===== config.mk =====
export PLATFORM = sky130hd
export DESIGN_NAME = uart_rx_deserializer_flat
export DESIGN_NICKNAME = d
export VERILOG_FILES = /design/src/rtl/uart_pkg.sv /design/src/rtl/uart_rx_deserializer_if.sv /design/src/rtl/uart_rx_sync.sv /design/src/rtl/uart_rx_deserializer.sv /design/src/flat_wrapper.sv
export SDC_FILE = /design/constraint.sdc
export NUM_CORES = 1
export LEC_CHECK = 0
export CORE_MARGIN = 4
export CORE_UTILIZATION = 43
export DETAILED_ROUTE_END_ITERATION = 10
export PLACE_DENSITY = 0.7
export SYNTH_ARGS = -nofsm -noshare
export SYNTH_HDL_FRONTEND = slang
export SYNTH_SLANG_ARGS = --single-unit

===== constraint.sdc =====
create_clock -name clock -period 3.8 [get_ports clock]
set_clock_uncertainty 0.05 [all_clocks]
set_input_delay 0.76 -clock clock [delete_from_list [all_inputs] [get_ports clock]]
set_output_delay 0.76 -clock clock [all_outputs]
set_load 0.01 [all_outputs]

===== src/rtl/uart_pkg.sv =====
// Shared UART definitions: receiver state encoding and default frame geometry.
// The TX side reuses the same defaults.
package uart_pkg;

  localparam int DATA_BITS_DEFAULT   = 8;
  localparam int SAMPLE_RATE_DEFAULT = 16;

  typedef enum logic [2:0] {
    RX_IDLE   = 3'd0,
    RX_START  = 3'd1,
    RX_DATA   = 3'd2,
    RX_PARITY = 3'd3,
    RX_STOP   = 3'd4
  } uart_rx_state_t;

endpackage


===== src/rtl/uart_rx_deserializer_if.sv =====
// Received-word bus from the UART receiver to the command/FIFO logic.
// The receiver drives through the master modport; consumers use the slave modport.
interface uart_rx_deserializer_if
  import uart_pkg::*;
#(
  parameter int DATA_BITS = DATA_BITS_DEFAULT
);

  logic [DATA_BITS-1:0] data;
  logic                 data_valid;
  logic                 framing_error;
  logic                 parity_error;

  modport master (output data, data_valid, framing_error, parity_error);
  modport slave  (input  data, data_valid, framing_error, parity_error);

endinterface


===== src/rtl/uart_rx_sync.sv =====
// Two-flop synchronizer for the asynchronous serial line plus a falling-edge
// detector. All flops reset high so an idle line never looks like a start edge.
module uart_rx_sync (
  input  logic clock,
  input  logic reset_n,
  input  logic rx,
  output logic level,
  output logic fall
);

  logic meta;
  logic synced;
  logic prev;

  // NOTE: non-blocking assignments keep the three flops a true shift chain;
  // blocking ones would collapse them into a single stage.
  always_ff @(posedge clock or negedge reset_n) begin
    if (!reset_n) begin
      meta   <= 1'b1;
      synced <= 1'b1;
      prev   <= 1'b1;
    end else begin
      meta   <= rx;
      synced <= meta;
      prev   <= synced;
    end
  end

  assign level = synced;
  assign fall  = prev & ~synced;

endmodule


===== src/rtl/uart_rx_deserializer.sv =====
// Oversampling UART receiver: start-edge detection, mid-bit sampling, LSB-first
// deserialization. Define UART_RX_PARITY_EN to add an even-parity bit per frame.
module uart_rx_deserializer
  import uart_pkg::*;
#(
  parameter int DATA_BITS   = DATA_BITS_DEFAULT,
  parameter int SAMPLE_RATE = SAMPLE_RATE_DEFAULT   // even, >= 4
) (
  input  logic                    clock,
  input  logic                    reset_n,
  input  logic                    rx,
  input  logic                    tick,
  output logic                    start_rx,
  output logic                    busy,
  uart_rx_deserializer_if.master  word
);

  localparam int TICK_W = $clog2(SAMPLE_RATE);
  localparam int CNT_W  = $clog2(DATA_BITS) + 1;

  localparam logic [TICK_W-1:0] TICK_MID  = TICK_W'(SAMPLE_RATE / 2 - 1);
  localparam logic [TICK_W-1:0] TICK_LAST = TICK_W'(SAMPLE_RATE - 1);
  localparam logic [CNT_W-1:0]  BIT_LAST  = CNT_W'(DATA_BITS - 1);

  logic                 level;
  logic                 fall;
  uart_rx_state_t       state;
  logic [TICK_W-1:0]    tick_cnt;
  logic [CNT_W-1:0]     bit_cnt;
  logic [DATA_BITS-1:0] shift;
  logic [DATA_BITS-1:0] data_q;
  logic                 valid_q;
  logic                 ferr_q;
`ifdef UART_RX_PARITY_EN
  logic                 perr_q;
  logic                 perr_pend;
`endif

  uart_rx_sync u_sync (
    .clock   (clock),
    .reset_n (reset_n),
    .rx      (rx),
    .level   (level),
    .fall    (fall)
  );

  always_ff @(posedge clock or negedge reset_n) begin
    if (!reset_n) begin
      state    <= RX_IDLE;
      tick_cnt <= '0;
      bit_cnt  <= '0;
      shift    <= '0;
      data_q   <= '0;
      valid_q  <= 1'b0;
      ferr_q   <= 1'b0;
      start_rx <= 1'b0;
      busy     <= 1'b0;
`ifdef UART_RX_PARITY_EN
      perr_q    <= 1'b0;
      perr_pend <= 1'b0;
`endif
    end else begin
      start_rx <= 1'b0;
      valid_q  <= 1'b0;
      case (state)
        RX_IDLE: begin
          busy <= 1'b0;
          // A tick in the same cycle as the edge is deliberately dropped.
          if (fall) begin
            start_rx <= 1'b1;
            tick_cnt <= '0;
            state    <= RX_START;
          end
        end
        RX_START: begin
          busy <= 1'b1;
          if (tick) begin
            if (tick_cnt == TICK_MID) begin
              if (level) begin
                state <= RX_IDLE;
                busy  <= 1'b0;
              end else begin
                tick_cnt <= '0;
                bit_cnt  <= '0;
                state    <= RX_DATA;
              end
            end else begin
              tick_cnt <= tick_cnt + 1'b1;
            end
          end
        end
        RX_DATA: begin
          busy <= 1'b1;
          if (tick) begin
            if (tick_cnt == TICK_LAST) begin
              shift    <= {level, shift[DATA_BITS-1:1]};
              tick_cnt <= '0;
              bit_cnt  <= bit_cnt + 1'b1;
              if (bit_cnt == BIT_LAST) begin
`ifdef UART_RX_PARITY_EN
                state <= RX_PARITY;
`else
                state <= RX_STOP;
`endif
              end
            end else begin
              tick_cnt <= tick_cnt + 1'b1;
            end
          end
        end
`ifdef UART_RX_PARITY_EN
        RX_PARITY: begin
          busy <= 1'b1;
          if (tick) begin
            if (tick_cnt == TICK_LAST) begin
              perr_pend <= ^shift ^ level;
              tick_cnt  <= '0;
              state     <= RX_STOP;
            end else begin
              tick_cnt <= tick_cnt + 1'b1;
            end
          end
        end
`endif
        RX_STOP: begin
          busy <= 1'b1;
          if (tick) begin
            if (tick_cnt == TICK_LAST) begin
              // Returning mid stop bit leaves room for a back-to-back start edge.
              data_q   <= shift;
              valid_q  <= 1'b1;
              ferr_q   <= ~level;
`ifdef UART_RX_PARITY_EN
              perr_q   <= perr_pend;
`endif
              tick_cnt <= '0;
              busy     <= 1'b0;
              state    <= RX_IDLE;
            end else begin
              tick_cnt <= tick_cnt + 1'b1;
            end
          end
        end
        default: begin
          busy  <= 1'b0;
          state <= RX_IDLE;
        end
      endcase
    end
  end

  assign word.data          = data_q;
  assign word.data_valid    = valid_q;
  assign word.framing_error = ferr_q;
`ifdef UART_RX_PARITY_EN
  assign word.parity_error  = perr_q;
`else
  assign word.parity_error  = 1'b0;
`endif

endmodule


===== src/flat_wrapper.sv =====
// flat-port wrapper written by rule: the top's interface ports become plain ports
module uart_rx_deserializer_flat import uart_pkg::*;
#(
  parameter int DATA_BITS   = DATA_BITS_DEFAULT,
  parameter int SAMPLE_RATE = SAMPLE_RATE_DEFAULT                
)
  (clock, reset_n, rx, tick, start_rx, busy, word_data, word_data_valid, word_framing_error, word_parity_error);
  uart_rx_deserializer_if #(.DATA_BITS(DATA_BITS)) word_i ();
  input  logic clock;
  input  logic reset_n;
  input  logic rx;
  input  logic tick;
  output logic start_rx;
  output logic busy;
  output wire logic [$bits(word_i.data)-1:0] word_data;
  output wire logic [$bits(word_i.data_valid)-1:0] word_data_valid;
  output wire logic [$bits(word_i.framing_error)-1:0] word_framing_error;
  output wire logic [$bits(word_i.parity_error)-1:0] word_parity_error;
  assign word_data = word_i.data;
  assign word_data_valid = word_i.data_valid;
  assign word_framing_error = word_i.framing_error;
  assign word_parity_error = word_i.parity_error;
  uart_rx_deserializer #(.DATA_BITS(DATA_BITS), .SAMPLE_RATE(SAMPLE_RATE)) u_core (.clock(clock), .reset_n(reset_n), .rx(rx), .tick(tick), .start_rx(start_rx), .busy(busy), .word(word_i));
endmodule

==> reports/summary.md <==
The run finished with clean final reports. The number of nets with antenna violations after detailed routing is 0, and the pre-CTS worst setup slack is 1.014 ns. Averaged over all synthesized cells, the footprint is 12.23 um2. Worst IR drop on VDD: 0.2214 mV. The synthesized design contains 0 enable-type register cells.

The wire length after detailed routing came out at 2708 um. The highest achievable clock rate is 403.7 MHz, and the total of buffers placed on input and output ports is 15. The clock transition at the registers of the reported paths is 0.08 ns, and the max capacitance violation total is 0. The logs give 1.323 ns for the worst setup slack after layout and 0 for the final hold violation count. Summed over all nets, the half-perimeter wirelength after detailed placement is 1849 um. The clock net in this run drives a total of 34 sinks.

Setup repair after global routing left no endpoint under its margin. After floorplanning, the core was sized to cover 3661 um2. The floorplan step defined a die boundary enclosing 4831 um2. 0 antenna diodes ended up in the layout.

Counting along the longest clock path gives a buffer depth of 2. Compared with the post-synthesis result, the final layout area differs by 18.46%. The initial utilization of the core area, before any placement, comes to 44.43%.

The synthesized design contains 34 register bits. The share of the Yosys chip area taken by registers is 52.54%. The tools report the post-synth net total as 139. The run gives 4588 um as the wire length of the first global-routing pass. After floorplanning, the core was divided into 22 placement rows. For the power share of the sequential group, the log shows 43.1%. The average routed wire per standard cell was 13.75 um.

The tightest min-delay check is of the reg -> reg type. The number of max-slew violations in the final report is 0. In this run the power spent charging and discharging nets is 0.2975 mW. The maximum number of pins on one net before global-route repair came out at 35.

The final standard cell utilization of the core came out at 52.63%. The total of hold buffers inserted after clock tree synthesis was 0; the synthesized-area fraction occupied by adder cells was 1.538%. The combinational family with the most area after synthesis is multiplexers. STA puts the critical path data required time at 3.93 ns. In the final layout, the share of cells above drive strength 1 is 24.83%. The synthesized netlist devotes 13.85% of its cell area to simple gates. The switching share of total power is 27.83%.

The cell class contributing the biggest share of worst-path delay is simple AND/OR/NAND/NOR gates. During I/O placement, the number of pins put on the boundary was 17. In this run the tightest slew margin relative to its limit is 62.78%. The critical path in this run is classified as in -> reg.

The share of total power dissipated in the clock network is 37.1%. In the post-synthesis netlist, the biggest area contributors are sky130_fd_sc_hd__dfrtp_1 48%, sky130_fd_sc_hd__mux2_2 6.9%, sky130_fd_sc_hd__mux2_4 6.5%. The internal power is 0.7715 mW, and the count of vias placed by the detailed router is 1057.

Number of design-rule violations left by the first detailed-router iteration: 88. The most used flip-flop cell after synthesis is sky130_fd_sc_hd__dfrtp_1. Synthesis instantiated 46 different standard cells from the library. The async set-reset flop share out of synthesis is 100.0%. Measured against the total synthesized area, the mux share comes to 14.00%. The via count of the first global-routing pass came out at 970. The synthesized netlist devotes 13.77% of its cell area to compound gates. Before antenna repair, the detailed router went through 4 iterations. Post-synthesis cell type with the largest combined area: sky130_fd_sc_hd__dfrtp_1. The tools report the signal arrival time at the worst endpoint as 2.60 ns. For this run, design rule violations remaining after detail routing come to 0. The run gives 0.8871 nW as the leakage power figure. TritonCTS built the clock tree. Combinational logic is responsible for 19.8% of the overall power. Pin slew with the least headroom to its limit: 0.5583 ns. In the routed layout, each cell is associated on average with a via count of 5.365.

The fraction of synthesized cell area taken by the top area cell type was 47.69%; the time the final worst path needs with I/O delays and setup was 2.477 ns. The post-cts repair resize count is 0, and the XOR/XNOR share of the synthesized area is 0%. The synthesized netlist cell count was 133. The worst setup path is launched from an input port. The floorplan step set the die width to 69.51 um.

The later pin in the worst-skew pair is clocked with a latency of 0.28 ns. Counting the buffers created by CTS gives 5. For the remaining global-route overflow, the log shows 0.

The run gives 0 as the setup-violating endpoint count in the final report. The signal on the critical path passes through clkdlybuf4s50_1 > nand4_1 > or3b_1 > mux2_4. For the setup TNS, the log shows 0 ns.

The number of filler cells placed in the layout came out at 322. In this run the number of H-tree levels came out at 2. In this run the cell area of the synthesized design comes to 1627 um2.

STA classifies the critical path endpoint as a flop. The tightest hold path in the finished design has a slack of 0.3065 ns. For the number of nets in the layout, the log shows 154. The slowest library cell on the worst path is sky130_fd_sc_hd__or3b_1.

CTS placed an instance of sky130_fd_sc_hd__clkbuf_8 at the clock tree root. Measured along the y axis, the die boundary spans 69.51 um. After clock tree synthesis, the setup repair step added 0 buffers.

The congestion estimate from routability-driven global placement came to 0.8159. The highest fanout seen on the critical path is 11, and the number of warnings reported in the yosys synthesis log is 0. On the worst path, the slowest cell contributes a delay of 0.65 ns. The number of buffers and inverters on the critical path is 1. The initial antenna violation count came out at 0.

The final cycle utilization of the critical path was 65.19%. The power per cell area was 554.8 nW/um2. Global routing consumed, over all layers together, 12.14% of the routing resources.
-- cell type report --
type                            count  area [um2]  share of cell area [%]
Sequential cell                    34       854.6                   44.35
Multi-Input combinational cell     88       705.7                   36.62
Timing Repair Buffer               16       157.7                   8.182
Clock buffer                        5       68.82                   3.571
Clock inverter                      3       68.82                   3.571
Tap cell                           48       60.06                   3.117
Inverter                            3       11.26                  0.5844
-- cells by family (layout without fill, tap and decap cells) --
family | after synthesis | in the layout
other cells | 1 | 1
flops | 34 | 34
simple gates | 38 | 38
buf+inv | 11 | 27
mux | 18 | 18
compound gates | 29 | 29
fa+ha+maj | 2 | 2
-- flip-flops by register name, indices dropped and copies added (netlist names) --
name                       flops
u_core.bit_cnt                 4
u_core.busy                    1
u_core.u_sync.level            1
u_core.word.framing_error      1
u_core.tick_cnt                4
u_core.state                   3
u_core.start_rx                1
u_core.word.data               8
u_core.word.data_valid         1
u_core.u_sync.meta             1
u_core.shift                   8
u_core.u_sync.prev             1
-- through the flow --
stage,cells,power (mW),area [um2]
6_report,197,1.069,1927
5_1_grt,197,1.128,1927
4_1_cts,197,1.079,1927
3_5_place_dp,189,0.6779,1789
3_3_place_gp,189,0.6713,1789
2_1_floorplan,133,0.6290,1627
-- worst paths after layout --
| path | from | endpoint | slack, ns | cells after the start |
|---|---|---|---|---|
| hold / removal | u_core.u_sync.meta | u_core.u_sync.level | 0.31 | 0 |
| hold reg to reg | u_core.u_sync.meta | u_core.u_sync.level | 0.31 | 0 |
| max in group asynchronous | reset_n | u_core.u_sync.meta | 2.53 | 2 |
| min in group asynchronous | reset_n | u_core.state[0] | 0.83 | 2 |
| setup / recovery | tick | u_core.word.data[4] | 1.32 | 4 |
| setup reg to reg | u_core.tick_cnt[0] | u_core.word.data[4] | 1.77 | 4 |
-- power by group through the flow --
stage / Clock, mW / Combinational, mW / Sequential [mW]
global route: 0.425 / 0.236 / 0.466
finish: 0.397 / 0.212 / 0.460
floorplan: 0 / 0.194 / 0.435
CTS: 0.407 / 0.213 / 0.459
global placement: 0 / 0.206 / 0.465
detailed placement: 0 / 0.212 / 0.466
-- synthesized netlist by cell type (3+ instances only) --
| cell type | count |
|---|---|
| sky130_fd_sc_hd__dfrtp_1 | 31 |
| sky130_fd_sc_hd__dfstp_2 | 3 |
| sky130_fd_sc_hd__inv_1 | 3 |
| sky130_fd_sc_hd__mux2_2 | 10 |
| sky130_fd_sc_hd__mux2_4 | 7 |
| sky130_fd_sc_hd__nand2_1 | 6 |
| sky130_fd_sc_hd__nand2b_1 | 5 |
| sky130_fd_sc_hd__nand3_1 | 3 |
| sky130_fd_sc_hd__nor2_1 | 5 |
| sky130_fd_sc_hd__nor2b_1 | 5 |
| sky130_fd_sc_hd__o21ai_0 | 7 |
| sky130_fd_sc_hd__or3b_1 | 3 |
-- cell usage in the layout (no fill, tap or decap), types with 2 or more instances in the layout --
master,Yosys,layout
sky130_fd_sc_hd__nand4_1,2,2
sky130_fd_sc_hd__a22oi_1,2,2
sky130_fd_sc_hd__nand3_1,3,3
sky130_fd_sc_hd__mux2_4,7,7
sky130_fd_sc_hd__a2bb2oi_1,2,2
sky130_fd_sc_hd__or2_1,2,2
sky130_fd_sc_hd__mux2_2,10,10
sky130_fd_sc_hd__or3b_1,3,3
sky130_fd_sc_hd__nor2_1,5,5
sky130_fd_sc_hd__a21oi_1,2,2
sky130_fd_sc_hd__o31ai_1,2,2
sky130_fd_sc_hd__clkdlybuf4s50_1,0,15
sky130_fd_sc_hd__ha_1,2,2
sky130_fd_sc_hd__clkbuf_8,0,5
sky130_fd_sc_hd__inv_1,3,3
sky130_fd_sc_hd__nand2_1,6,6
sky130_fd_sc_hd__nand2b_1,5,5
sky130_fd_sc_hd__bufinv_16,0,2
sky130_fd_sc_hd__dfstp_2,3,3
sky130_fd_sc_hd__o21ai_0,7,7
sky130_fd_sc_hd__nor2b_1,5,5
sky130_fd_sc_hd__dfrtp_1,31,31
-- per-layer routing --
metal	global-route usage (%)	share of wire, %
met1	15.03	47
met2	18.54	48
met3	5.507	4.4
met4	4.555	1.3
met5	0	0
No activity file was read; power rests on OpenSTA's default activity.
